$ cat src/rtl/interval_timer_ctrl_pkg.sv
// Shared types and defaults for the interval timer controller.
// Latency: n/a (types and constants only).
// Backpressure: n/a.
package timer_pkg;

  localparam int DEF_W     = 8;
  localparam int DEF_PRE_W = 4;

  typedef enum logic [1:0] {
    IDLE = 2'd0,
    RUN  = 2'd1,
    DONE = 2'd2
  } state_t;

endpackage

$ cat src/rtl/interval_timer_ctrl_if.sv
// Config handshake, run control and status bundle for the interval timer.
// Latency: n/a (wiring only).
// Backpressure: cfg_ready low while the timer runs; optional macro INTERVAL_PRESCALE_EN adds cfg_prescale.
interface interval_timer_ctrl_if #(
  parameter int W = timer_pkg::DEF_W
`ifdef INTERVAL_PRESCALE_EN
  , parameter int PRE_W = timer_pkg::DEF_PRE_W
`endif
);

  logic             cfg_valid;
  logic             cfg_ready;
  logic [W-1:0]     cfg_limit;
  logic             cfg_periodic;
`ifdef INTERVAL_PRESCALE_EN
  logic [PRE_W-1:0] cfg_prescale;
`endif
  logic             start;
  logic             stop;
  logic             busy;
  logic [W-1:0]     count;
  logic             tick;
  logic             done;

  // Control/register side: offers config and start/stop, observes status.
  modport master (
    output cfg_valid, cfg_limit, cfg_periodic,
`ifdef INTERVAL_PRESCALE_EN
    output cfg_prescale,
`endif
    output start, stop,
    input  cfg_ready, busy, count, tick, done
  );

  // Timer side.
  modport slave (
    input  cfg_valid, cfg_limit, cfg_periodic,
`ifdef INTERVAL_PRESCALE_EN
    input  cfg_prescale,
`endif
    input  start, stop,
    output cfg_ready, busy, count, tick, done
  );

endinterface

$ cat src/rtl/interval_timer_ctrl_counter.sv
// Synchronous W-bit up-counter with clear priority over enable.
// Latency: count updates one cycle after clr/en are sampled.
// Backpressure: none; holds its value whenever en is low.
module sync_counter_core import timer_pkg::*; #(
  parameter int W = DEF_W
) (
  input  logic         clk,
  input  logic         rst,
  input  logic         i_clr,
  input  logic         i_en,
  output logic [W-1:0] o_cnt
);

  logic [W-1:0] r_cnt;

  // Clear wins over increment so a start or reload always lands on zero.
  always_ff @(posedge clk or posedge rst) begin
    if (rst) begin
      r_cnt <= '0;
    end else if (i_clr) begin
      r_cnt <= '0;
    end else if (i_en) begin
      r_cnt <= r_cnt + 1'b1;
    end
  end

  assign o_cnt = r_cnt;

endmodule

$ cat src/rtl/interval_timer_ctrl.sv
// Programmable interval timer: config handshake, IDLE/RUN/DONE sequencing, terminal tick.
// Latency: count=k after k enabled edges from start; tick/done one edge after count==limit.
// Backpressure: cfg_ready low in RUN; optional macro INTERVAL_PRESCALE_EN divides the count enable.
module interval_timer_ctrl import timer_pkg::*; #(
  parameter int W = DEF_W
`ifdef INTERVAL_PRESCALE_EN
  , parameter int PRE_W = DEF_PRE_W
`endif
) (
  input  logic                  clk,
  input  logic                  rst,
  interval_timer_ctrl_if.slave  io_bus
);

  state_t       r_state;
  state_t       w_state_nxt;
  logic [W-1:0] r_limit;
  logic         r_periodic;
  logic         r_tick;
  logic         r_done;

  logic         w_acc;
  logic [W-1:0] w_eff_limit;
  logic         w_start;
  logic         w_en;
  logic         w_term;
  logic         w_clr;
  logic         w_cnt_en;
  logic         w_tick_nxt;
  logic         w_done_nxt;
  logic [W-1:0] w_cnt;

  // A config is only taken outside RUN; a start on the same edge uses the new limit.
  assign w_acc       = io_bus.cfg_valid && (r_state != RUN);
  assign w_eff_limit = w_acc ? io_bus.cfg_limit : r_limit;
  assign w_start     = io_bus.start && (r_state != RUN) && (w_eff_limit != '0);
  assign w_term      = (r_state == RUN) && w_en && (w_cnt == r_limit);

`ifdef INTERVAL_PRESCALE_EN
  logic [PRE_W-1:0] r_pre_q;
  logic [PRE_W-1:0] r_pre_cnt;

  // Prescaler: restarts on start, strobes the count enable every pre_q+1 RUN cycles.
  always_ff @(posedge clk or posedge rst) begin
    if (rst) begin
      r_pre_q   <= '0;
      r_pre_cnt <= '0;
    end else begin
      if (w_acc) begin
        r_pre_q <= io_bus.cfg_prescale;
      end
      if (w_start) begin
        r_pre_cnt <= '0;
      end else if (r_state == RUN) begin
        r_pre_cnt <= (r_pre_cnt == r_pre_q) ? '0 : r_pre_cnt + 1'b1;
      end
    end
  end

  assign w_en = (r_state == RUN) && (r_pre_cnt == r_pre_q);
`else
  assign w_en = 1'b1;
`endif

  // State register.
  always_ff @(posedge clk or posedge rst) begin
    if (rst) begin
      r_state <= IDLE;
    end else begin
      r_state <= w_state_nxt;
    end
  end

  // Next state plus counter control, tick and done; stop outranks a terminal event.
  always_comb begin
    w_state_nxt = r_state;
    w_clr       = 1'b0;
    w_cnt_en    = 1'b0;
    w_tick_nxt  = 1'b0;
    w_done_nxt  = r_done;
    case (r_state)
      IDLE, DONE: begin
        if (w_acc) begin
          w_done_nxt  = 1'b0;
          w_state_nxt = IDLE;
        end
        if (w_start) begin
          w_state_nxt = RUN;
          w_clr       = 1'b1;
          w_done_nxt  = 1'b0;
        end
      end
      RUN: begin
        if (io_bus.stop) begin
          w_state_nxt = IDLE;
          w_done_nxt  = 1'b0;
        end else if (w_term) begin
          w_tick_nxt = 1'b1;
          if (r_periodic) begin
            w_clr = 1'b1;
          end else begin
            w_done_nxt  = 1'b1;
            w_state_nxt = DONE;
          end
        end else if (w_en) begin
          w_cnt_en = 1'b1;
        end
      end
      default: begin
        w_state_nxt = IDLE;
      end
    endcase
  end

  // Config latches and registered status outputs.
  always_ff @(posedge clk or posedge rst) begin
    if (rst) begin
      r_limit    <= '0;
      r_periodic <= 1'b0;
      r_tick     <= 1'b0;
      r_done     <= 1'b0;
    end else begin
      if (w_acc) begin
        r_limit    <= io_bus.cfg_limit;
        r_periodic <= io_bus.cfg_periodic;
      end
      r_tick <= w_tick_nxt;
      r_done <= w_done_nxt;
    end
  end

  sync_counter_core #(.W(W)) u_core (
    .clk   (clk),
    .rst   (rst),
    .i_clr (w_clr),
    .i_en  (w_cnt_en),
    .o_cnt (w_cnt)
  );

  assign io_bus.cfg_ready = (r_state != RUN);
  assign io_bus.busy      = (r_state == RUN);
  assign io_bus.count     = w_cnt;
  assign io_bus.tick      = r_tick;
  assign io_bus.done      = r_done;

endmodule

$ cat src/flat_wrapper.sv
// flat-port wrapper written by rule: the top's interface ports become plain ports
module interval_timer_ctrl_flat import timer_pkg::*;
#(
  parameter int W = DEF_W

)
  (clk, rst, io_bus_cfg_valid, io_bus_cfg_limit, io_bus_cfg_periodic, io_bus_start, io_bus_stop, io_bus_cfg_ready, io_bus_busy, io_bus_count, io_bus_tick, io_bus_done);
  interval_timer_ctrl_if #(.W(W)) io_bus_i ();
  input  logic clk;
  input  logic rst;
  input wire logic [$bits(io_bus_i.cfg_valid)-1:0] io_bus_cfg_valid;
  input wire logic [$bits(io_bus_i.cfg_limit)-1:0] io_bus_cfg_limit;
  input wire logic [$bits(io_bus_i.cfg_periodic)-1:0] io_bus_cfg_periodic;
  input wire logic [$bits(io_bus_i.start)-1:0] io_bus_start;
  input wire logic [$bits(io_bus_i.stop)-1:0] io_bus_stop;
  output wire logic [$bits(io_bus_i.cfg_ready)-1:0] io_bus_cfg_ready;
  output wire logic [$bits(io_bus_i.busy)-1:0] io_bus_busy;
  output wire logic [$bits(io_bus_i.count)-1:0] io_bus_count;
  output wire logic [$bits(io_bus_i.tick)-1:0] io_bus_tick;
  output wire logic [$bits(io_bus_i.done)-1:0] io_bus_done;
  assign io_bus_i.cfg_valid = io_bus_cfg_valid;
  assign io_bus_i.cfg_limit = io_bus_cfg_limit;
  assign io_bus_i.cfg_periodic = io_bus_cfg_periodic;
  assign io_bus_i.start = io_bus_start;
  assign io_bus_i.stop = io_bus_stop;
  assign io_bus_cfg_ready = io_bus_i.cfg_ready;
  assign io_bus_busy = io_bus_i.busy;
  assign io_bus_count = io_bus_i.count;
  assign io_bus_tick = io_bus_i.tick;
  assign io_bus_done = io_bus_i.done;
  interval_timer_ctrl #(.W(W)) u_core (.clk(clk), .rst(rst), .io_bus(io_bus_i));
endmodule
$ cat config.mk
export PLATFORM = sky130hd
export DESIGN_NAME = interval_timer_ctrl_flat
export DESIGN_NICKNAME = d
export VERILOG_FILES = /design/src/rtl/interval_timer_ctrl_pkg.sv /design/src/rtl/interval_timer_ctrl_if.sv /design/src/rtl/interval_timer_ctrl_counter.sv /design/src/rtl/interval_timer_ctrl.sv /design/src/flat_wrapper.sv
export SDC_FILE = /design/constraint.sdc
export NUM_CORES = 1
export LEC_CHECK = 0
export CAP_MARGIN = 20
export CORE_MARGIN = 5
export CORE_UTILIZATION = 35
export CTS_BUF_LIST = sky130_fd_sc_hd__clkbuf_16
export DETAILED_ROUTE_END_ITERATION = 7
export PLACE_DENSITY = 0.59
export SETUP_SLACK_MARGIN = 0.15
export SLEW_MARGIN = 20
export SYNTH_ARGS = -nofsm -noshare
export SYNTH_HDL_FRONTEND = slang
export SYNTH_HIERARCHICAL = 1
export SYNTH_SLANG_ARGS = --single-unit
$ cat constraint.sdc
create_clock -name clk -period 2.6 [get_ports clk]
set_input_delay 0.39 -clock clk [delete_from_list [all_inputs] [get_ports clk]]
set_output_delay 0.39 -clock clk [all_outputs]
set_load 0.01 [all_outputs]
==> flow_metrics.env <==
export IMPL_syn2layout_area_growth_pct=39.05
export IMPL_num_rows=20
export IMPL_coreArea_sq_um=3053
export IMPL_fillerInstances=287
export IMPL_required_ns=2.77
export IMPL_drt_iter0_drc=29
export IMPL_routed_via_count=862
export IMPL_finalCritPeriodShare_pct=87.41
export IMPL_ys_warn_count=6
export IMPL_syn_instance_count=97
export IMPL_ys_seq_elements=21
export IMPL_worstPathMaxFanout=6
export IMPL_dp_cells=171
export IMPL_grt_setup_unrepaired="no"
export IMPL_synth_most_common_cell="dfrtp_1"
export IMPL_drc_errors=0
export IMPL_grt_pass1_vias=890
export IMPL_die_x_microns=66.28
export IMPL_use_met3_pct=3.571
export IMPL_wl_per_cell_microns=14.01
export IMPL_vias_per_cell=4.926
export IMPL_cts_made_buffers=3
export IMPL_async_flop_share_pct=100.0
export IMPL_root_buffer="clkbuf_16"
export IMPL_grt_overflow=0
export IMPL_hold_viol=0
export IMPL_slew_headroom_pct=66.66
export IMPL_die_area_sq_um=4393
export IMPL_start_util_pct=36.31
export IMPL_critPathLaunchType="flip-flop"
export IMPL_die_y_microns=66.28
export IMPL_clock_sinks=21
export IMPL_place_congestion=0.8034
export IMPL_status="complete, no violations"
export IMPL_cts_tree="done"
export IMPL_tightestPinTransition_ns=0.4995
export IMPL_synthesis_area_sq_um=1109
export IMPL_firstDrtPassIters=4
export IMPL_worst_setup_path_end_kind="flip-flop"
export IMPL_ioPinCount=26
export IMPL_diodes=0
export IMPL_clock_skew_ns=0.001535
export IMPL_hp_class="input pin to async pin"
export IMPL_synth_avg_cell_area_sq_um=11.43
export IMPL_busiest_layer="met2"
export IMPL_ys_flop_type="dfrtp_1"
export IMPL_fin_setup_tns_ns=0
export IMPL_drive_above_1_share_pct=16.03
export IMPL_arrival_ns=2.45
export IMPL_maxClockFrequency_mhz=440.0
export IMPL_use_met1_pct=15.96
export IMPL_cts_setup_buffers=0
export IMPL_synth_nets=112
export IMPL_track_usage_pct=12.68
export IMPL_ys_seq_area_share_pct=47.40
export IMPL_antenna_found_initial=0
export IMPL_clock_latency_ns=0.25
export IMPL_setup_viol=0
export IMPL_final_max_slew_viol_count=0
export IMPL_cts_hold_buf=0
export IMPL_cts_buffer_depth=2
export IMPL_grt_max_degree=14
export IMPL_p_leak_nw=0.6396
export IMPL_synth_common_cells="dfrtp_1, xor2_1, nor2_1"
export IMPL_r2r_cells=7
export IMPL_synth_top_cell_area_share_pct=47.40
export IMPL_worstSetupPathType="flip-flop to flip-flop"
export IMPL_post_cts_resized=0
export IMPL_fin_nets=147
export IMPL_grt_pass1_wl_microns=4188
export IMPL_htree_levels=1
export IMPL_cts_clk_slew_worst_paths_ns=0.05
export IMPL_yosys_area_top_type="dfrtp_1"
export IMPL_synth_area_leaders="dfrtp_1, xor2_1, mux2_1"
export IMPL_use_met2_pct=20.57
export IMPL_wl_microns=2451
export IMPL_power_density_nw_per_um2=710.0
export IMPL_fin_cells=175
export IMPL_synth_cell_types=32
export IMPL_post_route_util_pct=50.49
export IMPL_antenna_left=0
export IMPL_finalCriticalPeriod_ns=2.273
export IMPL_synth_edff_count=0
export IMPL_hpwl_microns=1986
export IMPL_portBuffers=25
export IMPL_maxCapViolations=0
export IMPL_max_vdd_ir_drop_uv=239.9
state kept, by name, summed over array words and instances (netlist names):
signal	count
u_core/io_bus.tick	1
u_core/io_bus.done	1
u_core/r_state	2
u_core/r_periodic	1
u_core/u_core/o_cnt	8
u_core/r_limit	8
path summary, 6_finish.rpt:
| kind | start | endpoint | slack (ns) |
|---|---|---|---|
| setup / recovery | u_core/u_core/o_cnt[5]$_DFFE_PP0P_ | u_core/u_core/o_cnt[5]$_DFFE_PP0P_ | 0.33 |
| hold / removal | rst | u_core/u_core/o_cnt[1]$_DFFE_PP0P_ | 0.42 |
| setup reg to reg | u_core/u_core/o_cnt[5]$_DFFE_PP0P_ | u_core/u_core/o_cnt[5]$_DFFE_PP0P_ | 0.33 |
| hold reg to reg | u_core/r_periodic$_DFFE_PP0N_ | u_core/r_state[1]$_DFFE_PP0P_ | 0.53 |
| max in group asynchronous | rst | u_core/r_limit[3]$_DFF_PP0_ | 1.76 |
| min in group clk | u_core/r_periodic$_DFFE_PP0N_ | u_core/r_state[1]$_DFFE_PP0P_ | 0.53 |
cell usage in the layout, fill, tap and decap left out:
| cell | instances |
|---|---|
| a21oi_1 | 4 |
| a22oi_1 | 1 |
| a31oi_1 | 1 |
| buf_4 | 8 |
| clkbuf_16 | 3 |
| clkdlybuf4s50_1 | 25 |
| dfrtp_1 | 21 |
| ha_1 | 1 |
| inv_1 | 6 |
| mux2_1 | 6 |
| mux2_2 | 3 |
| mux2i_1 | 1 |
| nand2_1 | 3 |
| nand2_2 | 1 |
| nand2b_1 | 2 |
| nand3_1 | 3 |
| nand4_1 | 2 |
| nor2_1 | 7 |
| nor4_4 | 2 |
| o2111ai_4 | 1 |
| o211ai_1 | 1 |
| o21a_1 | 1 |
| o21ai_0 | 3 |
| o21ai_2 | 1 |
| o21bai_1 | 1 |
| o31ai_1 | 1 |
| o32ai_1 | 1 |
| o32ai_2 | 1 |
| or2_0 | 1 |
| or3_1 | 3 |
| or4_1 | 3 |
| or4_4 | 1 |
| xnor2_1 | 1 |
| xor2_1 | 11 |
kinds of logic after synthesis:
group,count (synthesis),share of synthesized area [%]
simple gates,28,16.70
flops,21,47.40
compound gates,17,11.85
xor+xnor,12,9.481
mux,10,10.04
buf+inv,8,3.385
fa+ha+maj,1,1.128
critical path, cell delays in order (launching register included):
cell	delay, ns
dfrtp_1	0.43
xor2_1	0.19
nor4_4	0.35
nand2_2	0.13
o32ai_2	0.37
o2111ai_4	0.19
or3_1	0.38
a21oi_1	0.16
through the flow:
stage	area [sq um]	total power, mW	setup slack (ns)	hold WS (ns)
2_1_floorplan	1109	0.6381	0.3469	0.2057
3_3_place_gp	1455	0.7744	0.1258	0.5173
3_5_place_dp	1455	0.7829	0.1264	0.5161
4_1_cts	1534	1.100	0.1761	0.4368
5_1_grt	1541	1.161	0.1782	0.4740
6_report	1541	1.094	0.3273	0.4189
report_power, final:
part	internal, mW	switching [mW]
Combinational	0.170	0.165
Clock	0.205	0.112
Sequential	0.383	0.0592
Total	0.758	0.336
layer usage:
metal	share of wire, %	vias to the layer above
met5	0	-
met1	43	425
li1	-	413
met2	52	22
met3	4.2	2
met4	0.78	0
area by class of cell:
class	count	area (sq um)	share of cell area, %
Multi-Input combinational cell	68	553.0	35.88
Clock buffer	3	75.07	4.870
Timing Repair Buffer	33	310.3	20.13
Inverter	5	18.77	1.218
Sequential cell	21	525.5	34.09
Tap cell	44	55.05	3.571
Clock inverter	1	3.754	0.2435
Power figures use the tool's default switching activity.
